--- src/rtl/dual_issue_fetch_ctrl_if.sv ---
// Fetch-controller bus bundle: instruction memory port, redirect and decode handshake.
// Perf counter signals exist only when FETCH_PERF_CNT_EN is defined.
interface dual_issue_fetch_ctrl_if #(
    parameter int ADDR_W = 8,
    parameter int DATA_W = 32,
    parameter int QDEPTH = 4
);
    localparam int CNT_W = $clog2(QDEPTH) + 1;

    logic [ADDR_W-1:0] mem_addr;
    logic [DATA_W-1:0] mem_instr1;
    logic [DATA_W-1:0] mem_instr2;
    logic              redirect_valid;
    logic [ADDR_W-1:0] redirect_pc;
    logic [1:0]        deq_count;
    logic              out_valid0;
    logic [DATA_W-1:0] out_instr0;
    logic [ADDR_W-1:0] out_pc0;
    logic              out_valid1;
    logic [DATA_W-1:0] out_instr1;
    logic [ADDR_W-1:0] out_pc1;
    logic [CNT_W-1:0]  q_count;
`ifdef FETCH_PERF_CNT_EN
    logic [15:0]       perf_stall_cnt;
    logic [15:0]       perf_redirect_cnt;

    modport master (
        output mem_addr, out_valid0, out_instr0, out_pc0,
               out_valid1, out_instr1, out_pc1, q_count,
               perf_stall_cnt, perf_redirect_cnt,
        input  mem_instr1, mem_instr2, redirect_valid, redirect_pc, deq_count
    );
    modport slave (
        input  mem_addr, out_valid0, out_instr0, out_pc0,
               out_valid1, out_instr1, out_pc1, q_count,
               perf_stall_cnt, perf_redirect_cnt,
        output mem_instr1, mem_instr2, redirect_valid, redirect_pc, deq_count
    );
`else
    modport master (
        output mem_addr, out_valid0, out_instr0, out_pc0,
               out_valid1, out_instr1, out_pc1, q_count,
        input  mem_instr1, mem_instr2, redirect_valid, redirect_pc, deq_count
    );
    modport slave (
        input  mem_addr, out_valid0, out_instr0, out_pc0,
               out_valid1, out_instr1, out_pc1, q_count,
        output mem_instr1, mem_instr2, redirect_valid, redirect_pc, deq_count
    );
`endif
endinterface

--- src/rtl/dual_issue_fetch_ctrl.sv ---
// Dual-issue fetch sequencer: owns the fetch PC, fills an in-order fetch queue in pairs,
// flushes on redirect. Optional saturating perf counters under FETCH_PERF_CNT_EN.
module dual_issue_fetch_ctrl #(
    parameter int ADDR_W = 8,
    parameter int DATA_W = 32,
    parameter int QDEPTH = 4
) (
    input  logic                   clk,
    input  logic                   rst,
    dual_issue_fetch_ctrl_if.master bus
);
    localparam int PTR_W = $clog2(QDEPTH);
    localparam int CNT_W = PTR_W + 1;

    logic [ADDR_W-1:0] fetch_pc_q, fetch_pc_d;
    logic [PTR_W-1:0]  head_q, head_d;
    logic [PTR_W-1:0]  tail_q, tail_d;
    logic [CNT_W-1:0]  count_q, count_d;
    logic [DATA_W-1:0] instr_q [QDEPTH];
    logic [DATA_W-1:0] instr_d [QDEPTH];
    logic [ADDR_W-1:0] pc_q    [QDEPTH];
    logic [ADDR_W-1:0] pc_d    [QDEPTH];

    logic [1:0]        deq_eff;
    logic [CNT_W-1:0]  deq_ext;
    logic [CNT_W-1:0]  deq_n;
    logic [CNT_W-1:0]  space;
    logic [1:0]        enq_n;
    logic              top_of_mem;
    logic [PTR_W-1:0]  tail_p1;
    logic [PTR_W-1:0]  head_p1;

    assign deq_eff    = (bus.deq_count == 2'd3) ? 2'd2 : bus.deq_count;
    assign deq_ext    = CNT_W'(deq_eff);
    assign deq_n      = (deq_ext > count_q) ? count_q : deq_ext;
    assign space      = CNT_W'(QDEPTH) - count_q;
    assign top_of_mem = (fetch_pc_q == {ADDR_W{1'b1}});
    assign tail_p1    = tail_q + PTR_W'(1);
    assign head_p1    = head_q + PTR_W'(1);

    // Space is judged on the start-of-cycle count so deq_count never reaches mem_addr.
    always_comb begin
        enq_n = 2'd0;
        if (top_of_mem) begin
            if (space >= CNT_W'(1)) enq_n = 2'd1;
        end else begin
            if (space >= CNT_W'(2)) enq_n = 2'd2;
        end
    end

    always_comb begin
        fetch_pc_d = fetch_pc_q;
        head_d     = head_q;
        tail_d     = tail_q;
        count_d    = count_q;
        instr_d    = instr_q;
        pc_d       = pc_q;
        if (bus.redirect_valid) begin
            fetch_pc_d = bus.redirect_pc;
            head_d     = '0;
            tail_d     = '0;
            count_d    = '0;
        end else begin
            head_d     = head_q + PTR_W'(deq_n);
            tail_d     = tail_q + PTR_W'(enq_n);
            count_d    = count_q - deq_n + CNT_W'(enq_n);
            fetch_pc_d = fetch_pc_q + ADDR_W'(enq_n);
            if (enq_n != 2'd0) begin
                instr_d[tail_q] = bus.mem_instr1;
                pc_d[tail_q]    = fetch_pc_q;
            end
            if (enq_n == 2'd2) begin
                instr_d[tail_p1] = bus.mem_instr2;
                pc_d[tail_p1]    = fetch_pc_q + ADDR_W'(1);
            end
        end
    end

    always_ff @(posedge clk or negedge rst) begin
        if (!rst) begin
            fetch_pc_q <= '0;
            head_q     <= '0;
            tail_q     <= '0;
            count_q    <= '0;
            for (int i = 0; i < QDEPTH; i++) begin
                instr_q[i] <= '0;
                pc_q[i]    <= '0;
            end
        end else begin
            fetch_pc_q <= fetch_pc_d;
            head_q     <= head_d;
            tail_q     <= tail_d;
            count_q    <= count_d;
            instr_q    <= instr_d;
            pc_q       <= pc_d;
        end
    end

    // Invalid slots read as zero so stale flushed entries never leak to decode.
    assign bus.mem_addr   = fetch_pc_q;
    assign bus.q_count    = count_q;
    assign bus.out_valid0 = (count_q >= CNT_W'(1));
    assign bus.out_valid1 = (count_q >= CNT_W'(2));
    assign bus.out_instr0 = bus.out_valid0 ? instr_q[head_q]  : '0;
    assign bus.out_pc0    = bus.out_valid0 ? pc_q[head_q]     : '0;
    assign bus.out_instr1 = bus.out_valid1 ? instr_q[head_p1] : '0;
    assign bus.out_pc1    = bus.out_valid1 ? pc_q[head_p1]    : '0;

`ifdef FETCH_PERF_CNT_EN
    logic [15:0] perf_stall_cnt_q, perf_stall_cnt_d;
    logic [15:0] perf_redirect_cnt_q, perf_redirect_cnt_d;

    always_comb begin
        perf_stall_cnt_d    = perf_stall_cnt_q;
        perf_redirect_cnt_d = perf_redirect_cnt_q;
        if (bus.redirect_valid) begin
            if (perf_redirect_cnt_q != 16'hFFFF) perf_redirect_cnt_d = perf_redirect_cnt_q + 16'd1;
        end else if (enq_n == 2'd0) begin
            if (perf_stall_cnt_q != 16'hFFFF) perf_stall_cnt_d = perf_stall_cnt_q + 16'd1;
        end
    end

    always_ff @(posedge clk or negedge rst) begin
        if (!rst) begin
            perf_stall_cnt_q    <= '0;
            perf_redirect_cnt_q <= '0;
        end else begin
            perf_stall_cnt_q    <= perf_stall_cnt_d;
            perf_redirect_cnt_q <= perf_redirect_cnt_d;
        end
    end

    assign bus.perf_stall_cnt    = perf_stall_cnt_q;
    assign bus.perf_redirect_cnt = perf_redirect_cnt_q;
`endif
endmodule

--- src/flat_wrapper.sv ---
// flat-port wrapper written by rule: the top's interface ports become plain ports
module dual_issue_fetch_ctrl_flat 
#(
    parameter int ADDR_W = 8,
    parameter int DATA_W = 32,
    parameter int QDEPTH = 4
)
  (clk, rst, bus_mem_addr, bus_out_valid0, bus_out_instr0, bus_out_pc0, bus_out_valid1, bus_out_instr1, bus_out_pc1, bus_q_count, bus_mem_instr1, bus_mem_instr2, bus_redirect_valid, bus_redirect_pc, bus_deq_count);
  dual_issue_fetch_ctrl_if #(.ADDR_W(ADDR_W), .DATA_W(DATA_W), .QDEPTH(QDEPTH)) bus_i ();
  input  logic clk;
  input  logic rst;
  output wire logic [$bits(bus_i.mem_addr)-1:0] bus_mem_addr;
  output wire logic [$bits(bus_i.out_valid0)-1:0] bus_out_valid0;
  output wire logic [$bits(bus_i.out_instr0)-1:0] bus_out_instr0;
  output wire logic [$bits(bus_i.out_pc0)-1:0] bus_out_pc0;
  output wire logic [$bits(bus_i.out_valid1)-1:0] bus_out_valid1;
  output wire logic [$bits(bus_i.out_instr1)-1:0] bus_out_instr1;
  output wire logic [$bits(bus_i.out_pc1)-1:0] bus_out_pc1;
  output wire logic [$bits(bus_i.q_count)-1:0] bus_q_count;
  input wire logic [$bits(bus_i.mem_instr1)-1:0] bus_mem_instr1;
  input wire logic [$bits(bus_i.mem_instr2)-1:0] bus_mem_instr2;
  input wire logic [$bits(bus_i.redirect_valid)-1:0] bus_redirect_valid;
  input wire logic [$bits(bus_i.redirect_pc)-1:0] bus_redirect_pc;
  input wire logic [$bits(bus_i.deq_count)-1:0] bus_deq_count;
  assign bus_mem_addr = bus_i.mem_addr;
  assign bus_out_valid0 = bus_i.out_valid0;
  assign bus_out_instr0 = bus_i.out_instr0;
  assign bus_out_pc0 = bus_i.out_pc0;
  assign bus_out_valid1 = bus_i.out_valid1;
  assign bus_out_instr1 = bus_i.out_instr1;
  assign bus_out_pc1 = bus_i.out_pc1;
  assign bus_q_count = bus_i.q_count;
  assign bus_i.mem_instr1 = bus_mem_instr1;
  assign bus_i.mem_instr2 = bus_mem_instr2;
  assign bus_i.redirect_valid = bus_redirect_valid;
  assign bus_i.redirect_pc = bus_redirect_pc;
  assign bus_i.deq_count = bus_deq_count;
  dual_issue_fetch_ctrl #(.ADDR_W(ADDR_W), .DATA_W(DATA_W), .QDEPTH(QDEPTH)) u_core (.clk(clk), .rst(rst), .bus(bus_i));
endmodule
--- config.mk ---
export PLATFORM = sky130hd
export DESIGN_NAME = dual_issue_fetch_ctrl_flat
export DESIGN_NICKNAME = d
export VERILOG_FILES = /design/src/rtl/dual_issue_fetch_ctrl_if.sv /design/src/rtl/dual_issue_fetch_ctrl.sv /design/src/flat_wrapper.sv
export SDC_FILE = /design/constraint.sdc
export NUM_CORES = 1
export LEC_CHECK = 0
export BUFFER_PORTS_ARGS = -buffer_cell sky130_fd_sc_hd__buf_2
export CAP_MARGIN = 25
export CORE_MARGIN = 4
export CORE_UTILIZATION = 52
export DETAILED_ROUTE_END_ITERATION = 8
export PLACE_DENSITY = 0.86
export RECOVER_POWER = 25
export SLEW_MARGIN = 15
export SYNTH_ARGS = -nofsm -noshare
export SYNTH_HDL_FRONTEND = slang
export SYNTH_SLANG_ARGS = --single-unit
--- constraint.sdc ---
create_clock -name clk -period 3.18 [get_ports clk]
set_input_delay 0.159 -clock clk [delete_from_list [all_inputs] [get_ports clk]]
set_output_delay 0.159 -clock clk [all_outputs]
set_load 0.005 [all_outputs]
# Word level (Yosys, flattened, before mapping)
# Index checks and enable logic that the tools add are counted.
[totals]
register_bits = 175
inputBits = 77
output_inout_bits = 93
wordCells = 85
[classes]
n_addsub = 9
magnitude_cmp = 11
eq_ne = 3
n_mux = 43
bitwise_logic = 4
n_reduce_logical = 3
[ops]
columns = ["cell", "count"]
rows = [
  ["$mux W128", 3],
  ["$mux W32", 11],
  ["$bwmux W128", 2],
  ["$bmux W32 S2", 2],
  ["$demux W32 S2", 2],
  ["$mux W8", 9],
  ["$bwmux W32", 2],
  ["$bmux W8 S2", 2],
  ["$demux W8 S2", 2],
  ["$ge A3 B3 Y1 const B", 4],
  ["$not A2 Y3", 4],
  ["$mux W2", 5],
  ["$add A8 B1 Y8 const B", 1],
  ["$add A8 B2 Y8", 1],
  ["$eq A8 B8 Y1 const B", 1],
  ["$ge A3 B1 Y1 const B", 2],
  ["$ge A3 B2 Y1 const B", 2],
  ["$lt A3 B1 Y1 const B", 2],
  ["$mux W3", 2],
  ["$add A2 B1 Y2 const B", 2],
  ["$add A2 B2 Y2", 2],
  ["$eq A2 B2 Y1 const B", 2],
  ["$add A3 B2 Y3", 1],
  ["$gt A2 B3 Y1", 1],
  ["5 further kinds", 6],
]

# Logic depth before layout (Yosys ltp)
[depth]
ltp_word = 10
depth_mapped = 13
mapped_depth_nobuf = 13

# Least setup slack after synthesis
# Ideal clock, no wire load.
[synth_path]
path_kind = "register -> register"
startpoint = "reg u_core.count_q[1] (netlist: u_core.bus.q_count[1])"
endpoint = "reg u_core.count_q[2] (netlist: u_core.bus.q_count[2])"
setup_ps = 132
t_arrival_ps = 2882
t_required_ps = 3048
slack_ps = 166
path_stages_with_launch = 11
path_buffers = 0
synth_period_minus_slack_ps = 3014
path_cell_list = "dfrtp_1 -> inv_1 -> ha_1 -> nor2b_1 -> o21ai_0 -> mux2_2 -> fa_1 -> fa_1 -> xnor2_1 -> xnor2_1 -> nor2_1"
[synth_between]
elab_chain_len = 6
[synth_lines]
columns = ["item", "line_no", "text"]
rows = [
  ["from (decl)", "dual_issue_fetch_ctrl.sv:18", "logic [CNT_W-1:0] count_q, count_d;"],
  ["from (signal assigned)", "dual_issue_fetch_ctrl.sv:93", "count_q <= count_d;"],
  ["$sub A3 B3 Y3", "dual_issue_fetch_ctrl.sv:36", "assign space = CNT_W'(QDEPTH) - count_q;"],
  ["$ge A3 B1 Y1 or $ge A3 B2 Y1 (tied branches)", "dual_issue_fetch_ctrl.sv:45, dual_issue_fetch_ctrl.sv:47", ""],
  ["$mux W1 or $mux W2 (tied branches)", "dual_issue_fetch_ctrl.sv:45, dual_issue_fetch_ctrl.sv:47", ""],
  ["$mux W2", "dual_issue_fetch_ctrl.sv:44", "if (top_of_mem) begin"],
  ["$add A3 B2 Y3 *", "dual_issue_fetch_ctrl.sv:66", "count_d = count_q - deq_n + CNT_W'(enq_n);"],
  ["$mux W3 *", "dual_issue_fetch_ctrl.sv:58", "if (bus.redirect_valid) begin"],
  ["via u_core.count_d[2]", "dual_issue_fetch_ctrl.sv:18", ""],
]
# Mark *: on every way through the listed nets, which the timed path passes. The rest lies on a longest branch.
# A chain may end at the register's enable or synchronous reset.

# Final worst setup path
# Same ends and word-level chain as after synthesis.

==> out/metrics.csv <==
stage,metric,value,unit
run_status,outcome,finished with violations,
run_status,violated checks,"capacitance limit, slew limit",
critical_path,"setup slack, reg-to-reg",180,ps
power,Power Density,1100,mW/mm2
route,drt drc,0,
sta,unrepaired setup endpoints after global routing,false,
synthesis,top cell type's share of synthesized area,39.8,%
synthesis,XOR/XNOR share of the synthesized area,1.50,%
critical_path,Critical Path RT,3480,ps
placed_design,Post-DP HPWL,20800,um
sta,Slew Limit Fails,82,
synthesis,synthesized area per cell,10.8,um2
synthesis,Synth area leader,dfrtp_1,
critical_path,Critical R2R Launch,u_core.bus.q_count[1],
synthesis,post-synthesis register bit count,175,
placed_design,Final Wtd Congestion,0.894,
critical_path,Worst Setup EP,u_core.bus.q_count[2],
synthesis,syn_nets,1114,
synthesis,Yosys Warn Count,0,
sta,Clock Skews,9.88,ps
synthesis,dominant synthesized flop cell,dfrtp_1,
critical_path,worst endpoint data arrival time,3290,ps
route,first drt pass iteration count,5,
synthesis,multiplexer share of the synthesized area,17.8,%
synthesis,asr flop ratio synth,100,%
cts,Skew-Pair Late Insertion Delay,440,ps
sta,Slew HR,-39.9,%
critical_path,RR Endpoint,u_core.bus.q_count[2],
finish,"commonest cells after routing, fill and taps aside","173 x dfrtp_1, 167 x buf_2, 159 x nand2_1, 87 x nor2b_1, 80 x mux4_2",
floorplanning,Die Width,154,um
cts,CTS tree,done,
cts,clk sinks,175,
critical_path,highest net fanout along the worst path,4,
route,DR iter-0 viols,899,
grt,vias in the first global route,10016,
floorplanning,IO Count,170,
synthesis,Mapped Cells,1021,
critical_path,Worst Setup End Kind,flip-flop,
floorplanning,die area,0.0236,mm2
finish,# nets final,1276,
grt,largest net degree at the start of global routing,82,
cts,clk buf depth,2,
floorplanning,row cnt,52,
floorplanning,Initial Util,53.6,%
sta,Max Clk Rate,334,MHz
finish,Layout area overhead,19.5,%
grt,first-pass GRT wire length,53000,um
power,Max IR drop VDD,0.576,mV
sta,Fin Hold WS,8.53,ps
critical_path,r2r worst-path depth,10,
synthesis,simple-gate share of the synthesized area,15.6,%
route,via-per-instance ratio,6.51,
placed_design,I/O Buffers,169,
flow_run,max_cap viols,1,
cts,H-tree level count,4,
synthesis,Post-Synthesis Cell Area,0.0110,mm2
synthesis,number of synthesized flops with an enable pin,0,
critical_path,Critical Path Source,u_core.bus.q_count[1],
sta,worst slew pin tran,2100,ps
finish,diode count,0,
finish,Fillers,1552,
grt,gr usage total,27.9,%
sta,fin crit share,94.3,%
floorplanning,core area,0.0206,mm2
synthesis,distinct cell type count after synthesis,50,
min_path,HP Class,primary input to flip-flop,
cts,clock buffer count from CTS,17,
floorplanning,Die H,154,um
synthesis,post-synthesis adder-cell area fraction,2.02,%
sta,final setup fails,0,
finish,layout cells sized above 1,35.1,%
power,P_leak,0.00527,uW
route,vias,9539,
synthesis,"top cells by area, synth","dfrtp_1 40%, mux4_2 16%, o221a_2 7.7%",
synthesis,register area share after synthesis,39.8,%
sta,TNS Setup,0,ps
sta,"Hold Vio Cnt, Final",0,
route,post-route ant nets,0,
synthesis,complex-gate fraction of the synthesized area,18.7,%
grt,antenna violations before repair,0,
route,drt wl/cell,22.5,um
critical_path,CP startpoint kind,flip-flop,
grt,grt total ovfl,0,
cts,clock root buffer,clkbuf_16,
synthesis,largest family of logic cells by synthesized area,compound AO/OA/AOI/OAI gates,
cts,Worst-path clk slew,70,ps
finish,"most common cell after layout, fill and taps aside",dfrtp_1,
critical_path,CP Class,flip-flop to flip-flop,
sta,Tmin final,3000,ps
route,Detailed Route WL,32900,um
-- routing by layer --
metal	global-route usage [%]	routed length [um]	share of wire (%)
met1	36.1	12300	37
met2	46.0	16600	50
met3	5.51	3080	9.3
met4	12.1	983	3.0
met5	0	0	0
-- worst max-delay path: stages (launching register included) --
cell     delay [ps]
dfrtp_1         390
inv_1           160
ha_1            270
nor2b_1         130
o21ai_1         210
mux2_2          410
fa_1            490
fa_1            440
xnor2_1         170
xnor2_1         130
nor2_1           50
-- worst min path at each step --
stage / startpoint / end / slack, ps / depth (start not counted)
2_1_floorplan: rst / u_core.bus.mem_addr[0] / -140 / 0
3_3_place_gp: rst / u_core.bus.mem_addr[2] / 270 / 1
3_5_place_dp: rst / u_core.bus.mem_addr[2] / 270 / 1
4_1_cts: bus_mem_instr1[23] / u_core.instr_q[119] / 1 / 3
5_1_grt: bus_mem_instr1[19] / u_core.instr_q[115] / 20 / 3
6_report: bus_mem_instr1[23] / u_core.instr_q[119] / 9 / 3
-- kinds of logic (layout without fill, tap and decap cells) --
family,after synthesis,after routing
adder cells (fa/ha/maj),16,16
multiplexers,95,95
AO/OA/AOI/OAI,255,255
XOR/XNOR,18,18
AND/OR/NAND/NOR,357,357
buffers and inverters,105,280
flip-flops,175,175
-- layout make-up --
| class | count | area (um2) | share of cell area (%) |
|---|---|---|---|
| clock buffer | 18 | 429 | 3.26 |
| clock inverter | 14 | 185 | 1.41 |
| inverter | 9 | 36.3 | 0.276 |
| multi-input combinational | 741 | 6190 | 47.0 |
| sequential | 175 | 4390 | 33.3 |
| tap | 270 | 338 | 2.57 |
| timing repair buffer | 239 | 1600 | 12.2 |
-- synth_stat cells (all sizes together), types with 14 or more instances --
master / instances
a21oi: 14
o2bb2ai: 66
nand2: 159
dfrtp: 175
clkbuf: 37
buf: 59
nor2: 55
mux4: 80
o221a: 75
nand3: 16
nor2b: 87
o21ai: 85
-- power breakdown --
group          switching [uW]  internal, uW  total, uW  leakage (uW)
Sequential               1080          3310       4400       0.00205
Clock                     960          1250       2210      0.000298
Combinational            3740          4140       7880       0.00292
Total                    5790          8710      14500       0.00527
-- state kept, by name, summed over array words and instances, names as in the netlist --
| signal | cells |
|---|---|
| u_core.instr_q | 128 |
| u_core.pc_q | 32 |
| u_core.bus.mem_addr | 8 |
| u_core.bus.q_count | 3 |
| u_core.head_q | 2 |
| u_core.tail_q | 2 |
-- per-stage QoR --
step	worst slack [ps]	utilization, %	cell area [um2]	cells	total power (uW)
2_1_floorplan	166	-	11000	1021	9450
3_3_place_gp	159	59.4	12200	1398	11800
3_5_place_dp	80.4	59.4	12200	1398	12200
4_1_cts	65.7	64.1	13200	1466	14500
5_1_grt	41.8	64.0	13200	1466	15400
6_report	182	64.0	13200	1466	14500
-- repair_timing --
item / in CTS / in global routing
hold endpoints to repair: 130 / 0
endpoints found under the setup margin: 0 / 1
resized for setup: 0 / 1
hold buffers: 36 / 0
buffers inserted: 0 / 0
Note: power is estimated with default switching activity, not from simulation.
